<file path="config.mk">
export PLATFORM = sky130hd
export DESIGN_NAME = regfile_wr_arbiter
export DESIGN_NICKNAME = d
export VERILOG_FILES = /design/src/rtl/regfile_pkg.sv /design/src/rtl/regfile_wr_arbiter_wr_fifo.sv /design/src/rtl/regfile_wr_arbiter.sv
export SDC_FILE = /design/constraint.sdc
export NUM_CORES = 1
export LEC_CHECK = 0
export CAP_MARGIN = 10
export CORE_MARGIN = 3
export CORE_UTILIZATION = 45
export CTS_BUF_LIST = sky130_fd_sc_hd__clkbuf_4
export CTS_CLUSTER_DIAMETER = 120
export DETAILED_ROUTE_END_ITERATION = 16
export PLACE_DENSITY_LB_ADDON = 0.12
export SETUP_SLACK_MARGIN = 0.05
export SYNTH_ARGS = -nofsm -noshare
export SYNTH_HDL_FRONTEND = slang
export SYNTH_SLANG_ARGS = --single-unit
</file>
<file path="constraint.sdc">
create_clock -name clk -period 7.7 [get_ports clk]
set_input_delay 1.54 -clock clk [delete_from_list [all_inputs] [get_ports clk]]
set_output_delay 1.54 -clock clk [all_outputs]
set_load 0.01 [all_outputs]
</file>
<file path="src/rtl/regfile_pkg.sv">
// regfile_pkg: register-file constants and the write-request payload shared by
// register_file, decode and the writeback arbiter.
//   NUM_REGS  number of architectural registers
//   DATA_W    register width
//   ADDR_W    register address width
//   rf_wr_req_t  {addr, data} write request
package regfile_pkg;

    localparam int unsigned NUM_REGS = 8;
    localparam int unsigned DATA_W   = 16;
    localparam int unsigned ADDR_W   = $clog2(NUM_REGS);

    typedef struct packed {
        logic [ADDR_W-1:0] addr;
        logic [DATA_W-1:0] data;
    } rf_wr_req_t;

endpackage

</file>
<file path="src/rtl/regfile_wr_arbiter_wr_fifo.sv">
// wr_fifo: DEPTH-entry FIFO of register write requests.
//   clk, reset    clock, asynchronous active-high reset
//   push/push_req enqueue request (ignored while full, no pass-through)
//   pop           dequeue head (ignored while empty)
//   full/empty    occupancy flags
//   head          oldest entry
//   entry_valid/entries  all slots in age order, index 0 = oldest
module wr_fifo
    import regfile_pkg::*;
#(
    parameter int unsigned DEPTH = 2
) (
    input  logic                   clk,
    input  logic                   reset,
    input  logic                   push,
    input  rf_wr_req_t             push_req,
    input  logic                   pop,
    output logic                   full,
    output logic                   empty,
    output rf_wr_req_t             head,
    output logic [DEPTH-1:0]       entry_valid,
    output rf_wr_req_t [DEPTH-1:0] entries
);

    localparam int unsigned PTR_W = $clog2(DEPTH);
    localparam int unsigned CNT_W = PTR_W + 1;

    rf_wr_req_t [DEPTH-1:0] mem_q, mem_d;
    logic [PTR_W-1:0]       wr_ptr_q, wr_ptr_d;
    logic [PTR_W-1:0]       rd_ptr_q, rd_ptr_d;
    logic [CNT_W-1:0]       count_q, count_d;
    logic                   do_push;
    logic                   do_pop;

    assign full  = (count_q == CNT_W'(DEPTH));
    assign empty = (count_q == '0);
    assign head  = mem_q[rd_ptr_q];

    // Next-state: pointers wrap naturally since DEPTH is a power of two.
    always_comb begin
        mem_d    = mem_q;
        wr_ptr_d = wr_ptr_q;
        rd_ptr_d = rd_ptr_q;
        count_d  = count_q;
        do_push  = push && !full;
        do_pop   = pop && !empty;
        if (do_push) begin
            mem_d[wr_ptr_q] = push_req;
            wr_ptr_d        = wr_ptr_q + PTR_W'(1);
        end
        if (do_pop) begin
            rd_ptr_d = rd_ptr_q + PTR_W'(1);
        end
        case ({do_push, do_pop})
            2'b10:   count_d = count_q + CNT_W'(1);
            2'b01:   count_d = count_q - CNT_W'(1);
            default: count_d = count_q;
        endcase
    end

    // Age-ordered view of the storage for forwarding lookups.
    always_comb begin
        entries     = '0;
        entry_valid = '0;
        for (int unsigned i = 0; i < DEPTH; i++) begin
            entries[i]     = mem_q[rd_ptr_q + PTR_W'(i)];
            entry_valid[i] = (CNT_W'(i) < count_q);
        end
    end

    always_ff @(posedge clk or posedge reset) begin
        if (reset) begin
            mem_q    <= '0;
            wr_ptr_q <= '0;
            rd_ptr_q <= '0;
            count_q  <= '0;
        end else begin
            mem_q    <= mem_d;
            wr_ptr_q <= wr_ptr_d;
            rd_ptr_q <= rd_ptr_d;
            count_q  <= count_d;
        end
    end

endmodule

</file>
<file path="src/rtl/regfile_wr_arbiter.sv">
// regfile_wr_arbiter: shares the register_file write port between the ALU and
// memory writeback sources. Each source feeds a wr_fifo; a round-robin arbiter
// drains one head per cycle into the registered rf_* outputs.
//   clk, reset              clock, asynchronous active-high reset
//   alu_valid/ready/addr/data  ALU write request handshake
//   mem_valid/ready/addr/data  memory write request handshake
//   rf_writeEnable/rf_writeAddr/rf_d  registered register_file write port
//   busy                    any FIFO non-empty or a write in the output stage
// Optional: `define REGFILE_WR_FWD_EN adds fwd_ra/fwd_rb lookup inputs and
//   combinational fwd_a_hit/fwd_a/fwd_b_hit/fwd_b outputs.
module regfile_wr_arbiter
    import regfile_pkg::*;
#(
    parameter int unsigned DEPTH = 2
) (
    input  logic              clk,
    input  logic              reset,
    input  logic              alu_valid,
    output logic              alu_ready,
    input  logic [ADDR_W-1:0] alu_addr,
    input  logic [DATA_W-1:0] alu_data,
    input  logic              mem_valid,
    output logic              mem_ready,
    input  logic [ADDR_W-1:0] mem_addr,
    input  logic [DATA_W-1:0] mem_data,
`ifdef REGFILE_WR_FWD_EN
    input  logic [ADDR_W-1:0] fwd_ra,
    input  logic [ADDR_W-1:0] fwd_rb,
    output logic              fwd_a_hit,
    output logic [DATA_W-1:0] fwd_a,
    output logic              fwd_b_hit,
    output logic [DATA_W-1:0] fwd_b,
`endif
    output logic              rf_writeEnable,
    output logic [ADDR_W-1:0] rf_writeAddr,
    output logic [DATA_W-1:0] rf_d,
    output logic              busy
);

    rf_wr_req_t             alu_req, mem_req;
    rf_wr_req_t             alu_head, mem_head;
    logic                   alu_full, alu_empty, mem_full, mem_empty;
    logic                   grant_alu, grant_mem;
    logic [DEPTH-1:0]       alu_ent_vld, mem_ent_vld;
    rf_wr_req_t [DEPTH-1:0] alu_ent, mem_ent;

    // rr_last_q = 1 means memory was granted last, so ALU wins the next tie.
    logic              rr_last_q, rr_last_d;
    logic              rf_we_q, rf_we_d;
    logic [ADDR_W-1:0] rf_addr_q, rf_addr_d;
    logic [DATA_W-1:0] rf_data_q, rf_data_d;

    assign alu_req.addr = alu_addr;
    assign alu_req.data = alu_data;
    assign mem_req.addr = mem_addr;
    assign mem_req.data = mem_data;

    wr_fifo #(.DEPTH(DEPTH)) u_alu_fifo (
        .clk         (clk),
        .reset       (reset),
        .push        (alu_valid),
        .push_req    (alu_req),
        .pop         (grant_alu),
        .full        (alu_full),
        .empty       (alu_empty),
        .head        (alu_head),
        .entry_valid (alu_ent_vld),
        .entries     (alu_ent)
    );

    wr_fifo #(.DEPTH(DEPTH)) u_mem_fifo (
        .clk         (clk),
        .reset       (reset),
        .push        (mem_valid),
        .push_req    (mem_req),
        .pop         (grant_mem),
        .full        (mem_full),
        .empty       (mem_empty),
        .head        (mem_head),
        .entry_valid (mem_ent_vld),
        .entries     (mem_ent)
    );

    assign alu_ready      = !alu_full;
    assign mem_ready      = !mem_full;
    assign rf_writeEnable = rf_we_q;
    assign rf_writeAddr   = rf_addr_q;
    assign rf_d           = rf_data_q;
    assign busy           = !alu_empty || !mem_empty || rf_we_q;

    // Round-robin grant and output stage next-state.
    always_comb begin
        grant_alu = 1'b0;
        grant_mem = 1'b0;
        rr_last_d = rr_last_q;
        rf_we_d   = 1'b0;
        rf_addr_d = rf_addr_q;
        rf_data_d = rf_data_q;
        if (!alu_empty && (mem_empty || rr_last_q)) begin
            grant_alu = 1'b1;
            rr_last_d = 1'b0;
            rf_we_d   = 1'b1;
            rf_addr_d = alu_head.addr;
            rf_data_d = alu_head.data;
        end else if (!mem_empty) begin
            grant_mem = 1'b1;
            rr_last_d = 1'b1;
            rf_we_d   = 1'b1;
            rf_addr_d = mem_head.addr;
            rf_data_d = mem_head.data;
        end
    end

    always_ff @(posedge clk or posedge reset) begin
        if (reset) begin
            rr_last_q <= 1'b1;
            rf_we_q   <= 1'b0;
            rf_addr_q <= '0;
            rf_data_q <= '0;
        end else begin
            rr_last_q <= rr_last_d;
            rf_we_q   <= rf_we_d;
            rf_addr_q <= rf_addr_d;
            rf_data_q <= rf_data_d;
        end
    end

`ifdef REGFILE_WR_FWD_EN
    // Later matches override earlier ones, so scan lowest priority first:
    // output stage, then ALU oldest..youngest, then memory oldest..youngest.
    function automatic logic [DATA_W:0] fwd_lookup(
        input logic [ADDR_W-1:0]       ra,
        input logic                    out_we,
        input logic [ADDR_W-1:0]       out_addr,
        input logic [DATA_W-1:0]       out_data,
        input logic [DEPTH-1:0]        a_vld,
        input rf_wr_req_t [DEPTH-1:0]  a_ent,
        input logic [DEPTH-1:0]        m_vld,
        input rf_wr_req_t [DEPTH-1:0]  m_ent
    );
        logic              hit;
        logic [DATA_W-1:0] val;
        hit = 1'b0;
        val = '0;
        if (out_we && (out_addr == ra)) begin
            hit = 1'b1;
            val = out_data;
        end
        for (int unsigned i = 0; i < DEPTH; i++) begin
            if (a_vld[i] && (a_ent[i].addr == ra)) begin
                hit = 1'b1;
                val = a_ent[i].data;
            end
        end
        for (int unsigned i = 0; i < DEPTH; i++) begin
            if (m_vld[i] && (m_ent[i].addr == ra)) begin
                hit = 1'b1;
                val = m_ent[i].data;
            end
        end
        return {hit, val};
    endfunction

    always_comb begin
        {fwd_a_hit, fwd_a} = fwd_lookup(fwd_ra, rf_we_q, rf_addr_q, rf_data_q,
                                        alu_ent_vld, alu_ent, mem_ent_vld, mem_ent);
        {fwd_b_hit, fwd_b} = fwd_lookup(fwd_rb, rf_we_q, rf_addr_q, rf_data_q,
                                        alu_ent_vld, alu_ent, mem_ent_vld, mem_ent);
    end
`else
    // Entry views only feed forwarding; sink them when that feature is absent.
    logic fwd_unused;
    assign fwd_unused = ^{alu_ent_vld, alu_ent, mem_ent_vld, mem_ent};
`endif

endmodule

</file>
==> results.yml, run 1 <==
synth:
  synthArstFlopShare_pct: 100
  synth_ff_type: "dfrtp_1"
  synth_area_um2: 4810
  ys_warn_count: 0
  synth_area_leaders: "dfrtp_1, mux2_2, mux2_4"
  yosysTopAreaCellShare_pct: 54.1
  synth_commonest_cells: "dfrtp_1, mux2_2, mux2_4"
  syn_nets: 360
  synth_edf_count: 0
  syn-instance-count: 316
  syn-mean-instance-area_um2: 15.2
  yosysMostFrequentCell: "dfrtp_1"
  ys_ff_latch: 105
  synth_largest_area_cell: "dfrtp_1"
  yosysSeqAreaShare_pct: 54.6
  ys_types: 31
timing:
  rsz0062_at_grt: "false"
  tns_ns: 0
  finalCritPeriodShare_pct: 50.4
  max_slew.worst_pin.slew_ns: 1.12
  fin_skew_ns: 0.0203
  final-setup-viol-count: 0
  slew_headroom_pct: 25.6
  fin_crit_ns: 3.88
  finalHoldViolCount: 0
  fin_ws_ns: 3.82
  max_freq_mhz: 258
  slew_viol_final: 0
setup_path:
  end_kind: "primary output"
  arrival_ns: 2.34
  worstSetupPathType: "reg2out"
  critPathMaxFanout: 14
  worstPathRequired_ns: 6.16
  startpoint_type: "flip-flop"
drt:
  final_antenna_net_count: 0
  vias: 2664
  routed_wl_um: 9000
  drt_iter0_drc: 82
  first_pass_iters: 4
  avgViaCountPerCell: 5.15
  detail_route.wl_per_cell_um: 17.4
  drcViolationCount: 0
final_layout:
  fin_util_pct: 54.6
  synthToLayoutAreaGrowth_pct: 17.7
  diodes: 0
  drive_gt1_share_pct: 34.4
  final_area_um2: 5660
  fin_nets: 420
  fin_cells: 517
  num-fill-cells: 923
floorplan:
  fp.dieW_um: 109
  coreArea_um2: 10400
  die_h_um: 109
  num_rows: 37
  dieArea_um2: 12000
  pin_count: 65
  initial_core_util_pct: 46.4
power:
  p_per_area_nw_per_um2: 447
  ir_drop_v: 0.000148
  leakagePower_nw: 2.45
hold_path:
  min_path_type: "reg2reg"
grt:
  grt_pass1_vias: 2786
  grt_pass1_wl_um: 14700
  antenna_found_initial: 0
  grtUsageTotal_pct: 16.1
  globalRouteOverflowTotal: 0
  grt_max_degree: 83
clocking:
  clockBufferDepth: 2
  insertion_delay_ns: 0.45
  clkSinkCount: 105
  cts-resized-gates: 0
  clock-root-buffer: "clkbuf_4"
  clk_transition_reported_paths_ns: 0.16
  postCtsHoldBufs: 0
  cts_buffers: 9
  cts_tree: "done"
  htreeDepth: 3
  post_cts_buffers: 0
placement:
  dp_cells: 501
  post-dp-hpwl_um: 6210
  port_buffers: 64
  place_congestion: 0.746
  dpl_cell_area_um2: 5500
  dpl_worst_slack_ns: 4.11
run_status:
  status: "finished, final reports clean"
run:
  max_cap_viol_count: 0
-- sequential cells by signal (all words and copies together) (netlist names), 2 cells and up --
signal              count
rf_d                   16
rf_writeAddr            3
u_alu_fifo.count_q      2
u_alu_fifo.mem_q       38
u_mem_fifo.count_q      2
u_mem_fifo.mem_q       38
-- metrics by stage --
step           total power [mW]  hold slack [ns]
2_1_floorplan              1.93            0.474
3_3_place_gp               2.21            0.481
3_5_place_dp               2.24            0.485
4_1_cts                    2.56            0.520
5_1_grt                    2.71            0.528
6_report                   2.53            0.518
-- per-layer routing --
| metal | track usage (%) | vias to the layer above | wire length (µm) |
|---|---|---|---|
| li1 | - | 1265 | - |
| met1 | 22.7 | 1338 | 4240 |
| met2 | 24.9 | 53 | 4240 |
| met3 | 4.05 | 8 | 422 |
| met4 | 4.54 | 0 | 98 |
| met5 | 0 | - | 0 |
-- layout make-up --
| cell class | count | area [µm²] | share of cell area [%] |
|---|---|---|---|
| clock inverters | 7 | 100 | 1.77 |
| flip-flops and latches | 105 | 2630 | 46.4 |
| well taps | 136 | 170 | 3.00 |
| inverters | 3 | 13.8 | 0.243 |
| multi-input cells | 191 | 2030 | 35.8 |
| repair buffers | 66 | 656 | 11.6 |
| clock buffers | 9 | 67.6 | 1.19 |
-- placed cells by master (no fill, tap or decap) --
| cell type | Yosys | routed |
|---|---|---|
| nand3_4 | 2 | 2 |
| bufinv_16 | 0 | 2 |
| or2_0 | 1 | 1 |
| nor3_1 | 7 | 7 |
| and2_1 | 1 | 1 |
| inv_4 | 0 | 1 |
| o21ba_2 | 1 | 1 |
| inv_2 | 1 | 1 |
| mux2i_1 | 19 | 19 |
| buf_4 | 1 | 2 |
| clkinvlp_4 | 0 | 3 |
| mux2_2 | 55 | 55 |
| clkdlybuf4s50_1 | 0 | 64 |
| nand2_1 | 2 | 2 |
| clkbuf_4 | 0 | 9 |
| ha_1 | 2 | 2 |
| o21ai_0 | 13 | 13 |
| nand3b_2 | 1 | 1 |
| nor2_1 | 12 | 12 |
| inv_1 | 2 | 1 |
| nand2b_1 | 1 | 1 |
| mux2_4 | 40 | 40 |
| nor4_4 | 1 | 1 |
| nand2b_4 | 2 | 2 |
| or2_4 | 1 | 1 |
| a32oi_1 | 12 | 12 |
| inv_6 | 0 | 2 |
| xor2_1 | 3 | 3 |
| a311oi_2 | 7 | 7 |
| dfstp_2 | 1 | 1 |
| and3b_1 | 1 | 1 |
| dfrtp_1 | 104 | 104 |
| xnor2_1 | 7 | 7 |
-- critical path, stage by stage, from the launching register on --
cell	delay, ns
dfrtp_1	0.51
nor4_4	0.76
nand2b_1	0.11
clkdlybuf4s50_1	0.50
-- logic make-up after synthesis --
| family | after synthesis | synth area share, % |
|---|---|---|
| AOI/OAI and AO/OA | 33 | 5.93 |
| DFF | 105 | 54.6 |
| and+or+nand+nor | 32 | 4.55 |
| muxes | 114 | 29.3 |
| buffers and inverters | 20 | 3.22 |
| adders and majority gates | 2 | 0.520 |
| xor gates and xnor gates | 10 | 1.82 |
-- worst paths after layout --
check                                           start              endpoint  slack, ns  depth (start not counted)
worst min register to register                rf_d[1]               rf_d[1]       0.52                          2
min in group asynchronous                       reset  u_mem_fifo.mem_q[20]       1.36                          2
worst max register to register  u_mem_fifo.count_q[0]   u_mem_fifo.mem_q[8]       5.52                          3
max in group asynchronous                       reset   u_mem_fifo.wr_ptr_q       5.05                          3
worst max-delay path            u_alu_fifo.count_q[1]                  busy       3.82                          3
worst min-delay path                          rf_d[1]               rf_d[1]       0.52                          2
-- where the power goes --
part / switching [mW] / internal, mW
clock: 0.183 / 0.134
combinational: 0.448 / 0.698
sequential: 0.223 / 0.843
total: 0.854 / 1.67
Note: power is estimated with default switching activity, not from simulation.
==> run 2, diff against run 1 <==
==> constraint.sdc (replaced) <==
create_clock -name clk -period 3.45 [get_ports clk]
set_input_delay 0.69 -clock clk [delete_from_list [all_inputs] [get_ports clk]]
set_output_delay 0.69 -clock clk [all_outputs]
set_load 0.01 [all_outputs]
==> results.yml, run 2 (synthesis gave the netlist of run 1 again) <==
run_status:
  status: "finished, final reports clean"
timing:
  max_freq_mhz: 392
  fin_crit_ns: 2.55
  slew_headroom_pct: 47.0
  slew_viol_final: 0
  max_slew.worst_pin.slew_ns: 0.795
  finalHoldViolCount: 0
  fin_skew_ns: 0.0161
  hold-worst-slack_ns: 0.518
  final-setup-viol-count: 0
  finalCritPeriodShare_pct: 73.9
  tns_ns: 0
  rsz0062_at_grt: "false"
placement:
  dp_cells: 506
  dpl_cell_area_um2: 5550
  port_buffers: 64
  place_congestion: 0.739
  post-dp-hpwl_um: 6590
setup_path:
  end_kind: "primary output"
  worstPathRequired_ns: 2.76
  critPathMaxFanout: 5
  worstSetupPathType: "reg2out"
  startpoint_type: "flip-flop"
  reg2reg_from: "u_alu_fifo.count_q[1]"
  cp-startpoint: "u_alu_fifo.count_q[1]"
  arrival_ns: 1.86
hold_path:
  hp-start: "u_alu_fifo.mem_q[12]"
  min_path_type: "reg2reg"
final_layout:
  diodes: 0
  final_cell_mix: "dfrtp_1, clkdlybuf4s50_1, mux2_2"
  drive_gt1_share_pct: 35.0
  synthToLayoutAreaGrowth_pct: 17.7
  final_area_um2: 5660
  seq_area_um2: 2630
  multi_input_area_um2: 2030
  fin_util_pct: 54.6
  num-fill-cells: 912
  fin_cells: 522
  fin_nets: 425
  layout_commonest_cell: "dfrtp_1"
power:
  p_switching_mw: 1.94
  p_per_area_nw_per_um2: 978
  p_comb_share_pct: 48.0
  leakagePower_nw: 2.45
  ir_drop_v: 0.000400
  seqPwrFrac_pct: 41.9
  sw_frac_of_total_pct: 35.0
  clkPwrFrac_pct: 10.1
  power.internal_mw: 3.60
grt:
  grtUsageTotal_pct: 16.8
  grt_max_degree: 55
  globalRouteOverflowTotal: 0
  grt_pass1_wl_um: 15100
  grt_pass1_vias: 2776
  antenna_found_initial: 0
floorplan:
  dieArea_um2: 12000
  die_h_um: 109
  fp.dieW_um: 109
  num_rows: 37
  initial_core_util_pct: 46.4
  pin_count: 65
  coreArea_um2: 10400
run:
  max_cap_viol_count: 0
drt:
  final_antenna_net_count: 0
  routed_wl_um: 9380
  drcViolationCount: 0
  detail_route.wl_per_cell_um: 18.0
  first_pass_iters: 4
  drt_iter0_drc: 102
  vias: 2691
  avgViaCountPerCell: 5.16
clocking:
  insertion_delay_ns: 0.46
  clock-root-buffer: "clkbuf_4"
  cts-resized-gates: 0
  clockBufferDepth: 2
  cts_tree: "done"
  clk_transition_reported_paths_ns: 0.16
  htreeDepth: 3
  clkSinkCount: 105
  postCtsHoldBufs: 0
  post_cts_buffers: 0
  cts_buffers: 9
==> run 2: per-stage QoR <==
stage,power (mW),setup slack [ns]
after global routing,5.93,0.754
after global placement,4.95,1.03
final,5.54,0.900
after CTS,5.61,0.843
after detailed placement,5.05,1.01
after floorplan,4.31,1.50
==> run 2: final cells by class <==
| type | count | area share (%) |
|---|---|---|
| Multi-Input combinational cell | 191 | 35.8 |
| Inverter | 3 | 0.265 |
| Timing Repair Buffer | 71 | 12.5 |
| Tap cell | 136 | 3.01 |
| Clock inverter | 7 | 0.840 |
| Clock buffer | 9 | 1.19 |
| Sequential cell | 105 | 46.4 |
==> run 2: worst paths after layout <==
path                                         endpoint  slack (ns)  cells past startpoint
min in group asynchronous        u_alu_fifo.mem_q[28]        0.62                      2
worst min register to register   u_alu_fifo.mem_q[12]        0.52                      1
worst min-delay path             u_alu_fifo.mem_q[12]        0.52                      1
worst max register to register  u_alu_fifo.count_q[1]        1.30                      6
worst max-delay path                             busy        0.90                      3
max in group asynchronous        u_alu_fifo.mem_q[10]        2.08                      3
==> run 2: worst max-delay path: stages, from the launching register on <==
cell	delay [ns]
dfrtp_1	0.51
nor4_4	0.33
nand2b_1	0.08
clkdlybuf4s50_1	0.48
==> run 2: power by group through the flow <==
stage	sequential, mW	clock (mW)	combinational, mW
after global placement	2.34	0	2.62
after floorplan	2.25	0	2.06
final	2.32	0.557	2.66
after global routing	2.42	0.635	2.88
after detailed placement	2.36	0	2.68
after CTS	2.33	0.586	2.69
==> run 2: routing by layer <==
layer / wire length (µm) / GRT usage (%) / vias to the layer above
li1: - / - / 1277
met3: 359 / 3.70 / 6
met5: 0 / 0 / -
met1: 4580 / 24.1 / 1369
met4: 92 / 5.34 / 0
met2: 4350 / 25.3 / 39
==> run 3, diff against run 2 <==
==> constraint.sdc (replaced) <==
create_clock -name clk -period 2.4 [get_ports clk]
set_input_delay 0.48 -clock clk [delete_from_list [all_inputs] [get_ports clk]]
set_output_delay 0.48 -clock clk [all_outputs]
set_load 0.01 [all_outputs]
==> results.yml, run 3 (synthesis gave the netlist of run 1 again) <==
drt:
  detail_route.wl_per_cell_um: 17.7
  avgViaCountPerCell: 5.12
  wl_met2_um: 4310
  drt_iter0_drc: 108
  met1_length_um: 4590
  first_pass_iters: 4
  drcViolationCount: 0
  dr_wl_met3_um: 365
  dr.max_layer_used: "met4"
  vias: 2702
  final_antenna_net_count: 0
  routed_wl_um: 9350
floorplan:
  dieArea_um2: 12000
  pin_count: 65
  initial_core_util_pct: 46.4
  coreArea_um2: 10400
  fp.dieW_um: 109
  die_h_um: 109
  num_rows: 37
run_status:
  status: "finished, final reports clean"
placement:
  port_buffers: 64
  post-dp-hpwl_um: 6400
  place_congestion: 0.784
power:
  seqPwrFrac_pct: 40.1
  p_comb_share_pct: 47.9
  p_switching_mw: 2.80
  p_per_area_nw_per_um2: 1430
  clkPwrFrac_pct: 12.1
  sw_frac_of_total_pct: 33.8
  ir_drop_v: 0.000528
  p_total_mw: 8.27
  power.internal_mw: 5.47
  leakagePower_nw: 2.51
clocking:
  cts_tree: "done"
  insertion_delay_ns: 0.45
  clk_transition_reported_paths_ns: 0.16
  cts_buffers: 9
  htreeDepth: 3
  clkSinkCount: 105
  clockBufferDepth: 2
  clock-root-buffer: "clkbuf_4"
final_layout:
  layout_commonest_cell: "dfrtp_1"
  synthToLayoutAreaGrowth_pct: 19.9
  diodes: 0
  final_cell_mix: "dfrtp_1, clkdlybuf4s50_1, mux2_2"
  drive_gt1_share_pct: 37.0
  fin_nets: 431
  num-fill-cells: 895
run:
  max_cap_viol_count: 0
grt:
  grtUsageTotal_pct: 17.0
  grt_pass1_wl_um: 15300
  grt_max_degree: 106
  globalRouteOverflowTotal: 0
  grt_pass1_vias: 2863
  antenna_found_initial: 0
timing:
  fin_skew_ns: 0.0261
  fin_crit_ns: 2.17
  finalCritPeriodShare_pct: 90.4
  hold-worst-slack_ns: 0.491
  max_slew.worst_pin.slew_ns: 0.580
  tns_ns: 0
  rsz0062_at_grt: "false"
  slew_viol_final: 0
  finalHoldViolCount: 0
  final-setup-viol-count: 0
  max_freq_mhz: 461
  slew_headroom_pct: 61.4
setup_path:
  worstSetupPathType: "reg2out"
  end_kind: "primary output"
  worstPathRequired_ns: 1.92
  startpoint_type: "flip-flop"
  arrival_ns: 1.69
  critPathMaxFanout: 5
hold_path:
  min_path_type: "in2async"
run 3: final cells by class:
| type | count | area (µm²) | share of cell area [%] |
|---|---|---|---|
| repair buffers | 77 | 766 | 13.3 |
| clock buffers | 9 | 67.6 | 1.17 |
| flip-flops and latches | 105 | 2630 | 45.6 |
| clock inverters | 7 | 92.6 | 1.60 |
| multi-input cells | 191 | 2030 | 35.1 |
| inverters | 3 | 15.0 | 0.260 |
| well taps | 136 | 170 | 2.95 |
run 3: repair_timing:
action | 4_1_cts | 5_1_grt
pin swaps | 0 | 1
hold buffers | 0 | 0
endpoints found under the setup margin | 1 | 1
gates resized for setup | 1 | 3
buffers inserted | 0 | 4
run 3: worst max-delay path, stage by stage, from the launching register on:
cell and delay [ns]:
dfrtp_2 0.47, buf_4 0.15, nand2b_4 0.09, clkdlybuf4s50_1 0.54
run 3: worst paths after layout:
check | cells past startpoint | from | slack, ns | to
min in group clk | 1 | u_mem_fifo.mem_q[37] | 0.52 | u_mem_fifo.mem_q[37]
setup / recovery | 3 | u_alu_fifo.count_q[1] | 0.23 | alu_ready
setup reg to reg | 6 | u_alu_fifo.count_q[0] | 0.31 | u_alu_fifo.count_q[1]
max in group asynchronous | 3 | reset | 1.44 | u_mem_fifo.mem_q[26]
hold / removal | 3 | reset | 0.49 | rf_d[9]
hold reg to reg | 1 | u_mem_fifo.mem_q[37] | 0.52 | u_mem_fifo.mem_q[37]
run 3: power groups by stage:
stage	logic (mW)	registers (mW)	clock network [mW]
2_1_floorplan	2.96	3.24	0
6_report	3.96	3.31	0.998
3_3_place_gp	3.85	3.32	0
5_1_grt	4.31	3.44	1.11
4_1_cts	3.95	3.32	1.05
3_5_place_dp	3.93	3.36	0
run 3: through the flow:
| stage | area (µm²) | instances | setup WS [ns] | util, % |
|---|---|---|---|---|
| 5_1_grt | 5770 | 528 | 0.121 | 55.6 |
| 6_report | 5770 | 528 | 0.231 | 55.6 |
| 3_5_place_dp | 5570 | 508 | 0.307 | 53.8 |
| 2_1_floorplan | 4810 | 316 | 0.570 | - |
| 3_3_place_gp | 5570 | 508 | 0.402 | 53.8 |
| 4_1_cts | 5740 | 524 | 0.0507 | 55.3 |
run 3: routing by layer:
layer  vias up  global-route usage (%)
li1       1294                       -
met1      1363                    24.2
met2        38                    26.0
met3         7                    5.11
met4         0                    3.47
met5         -                       0
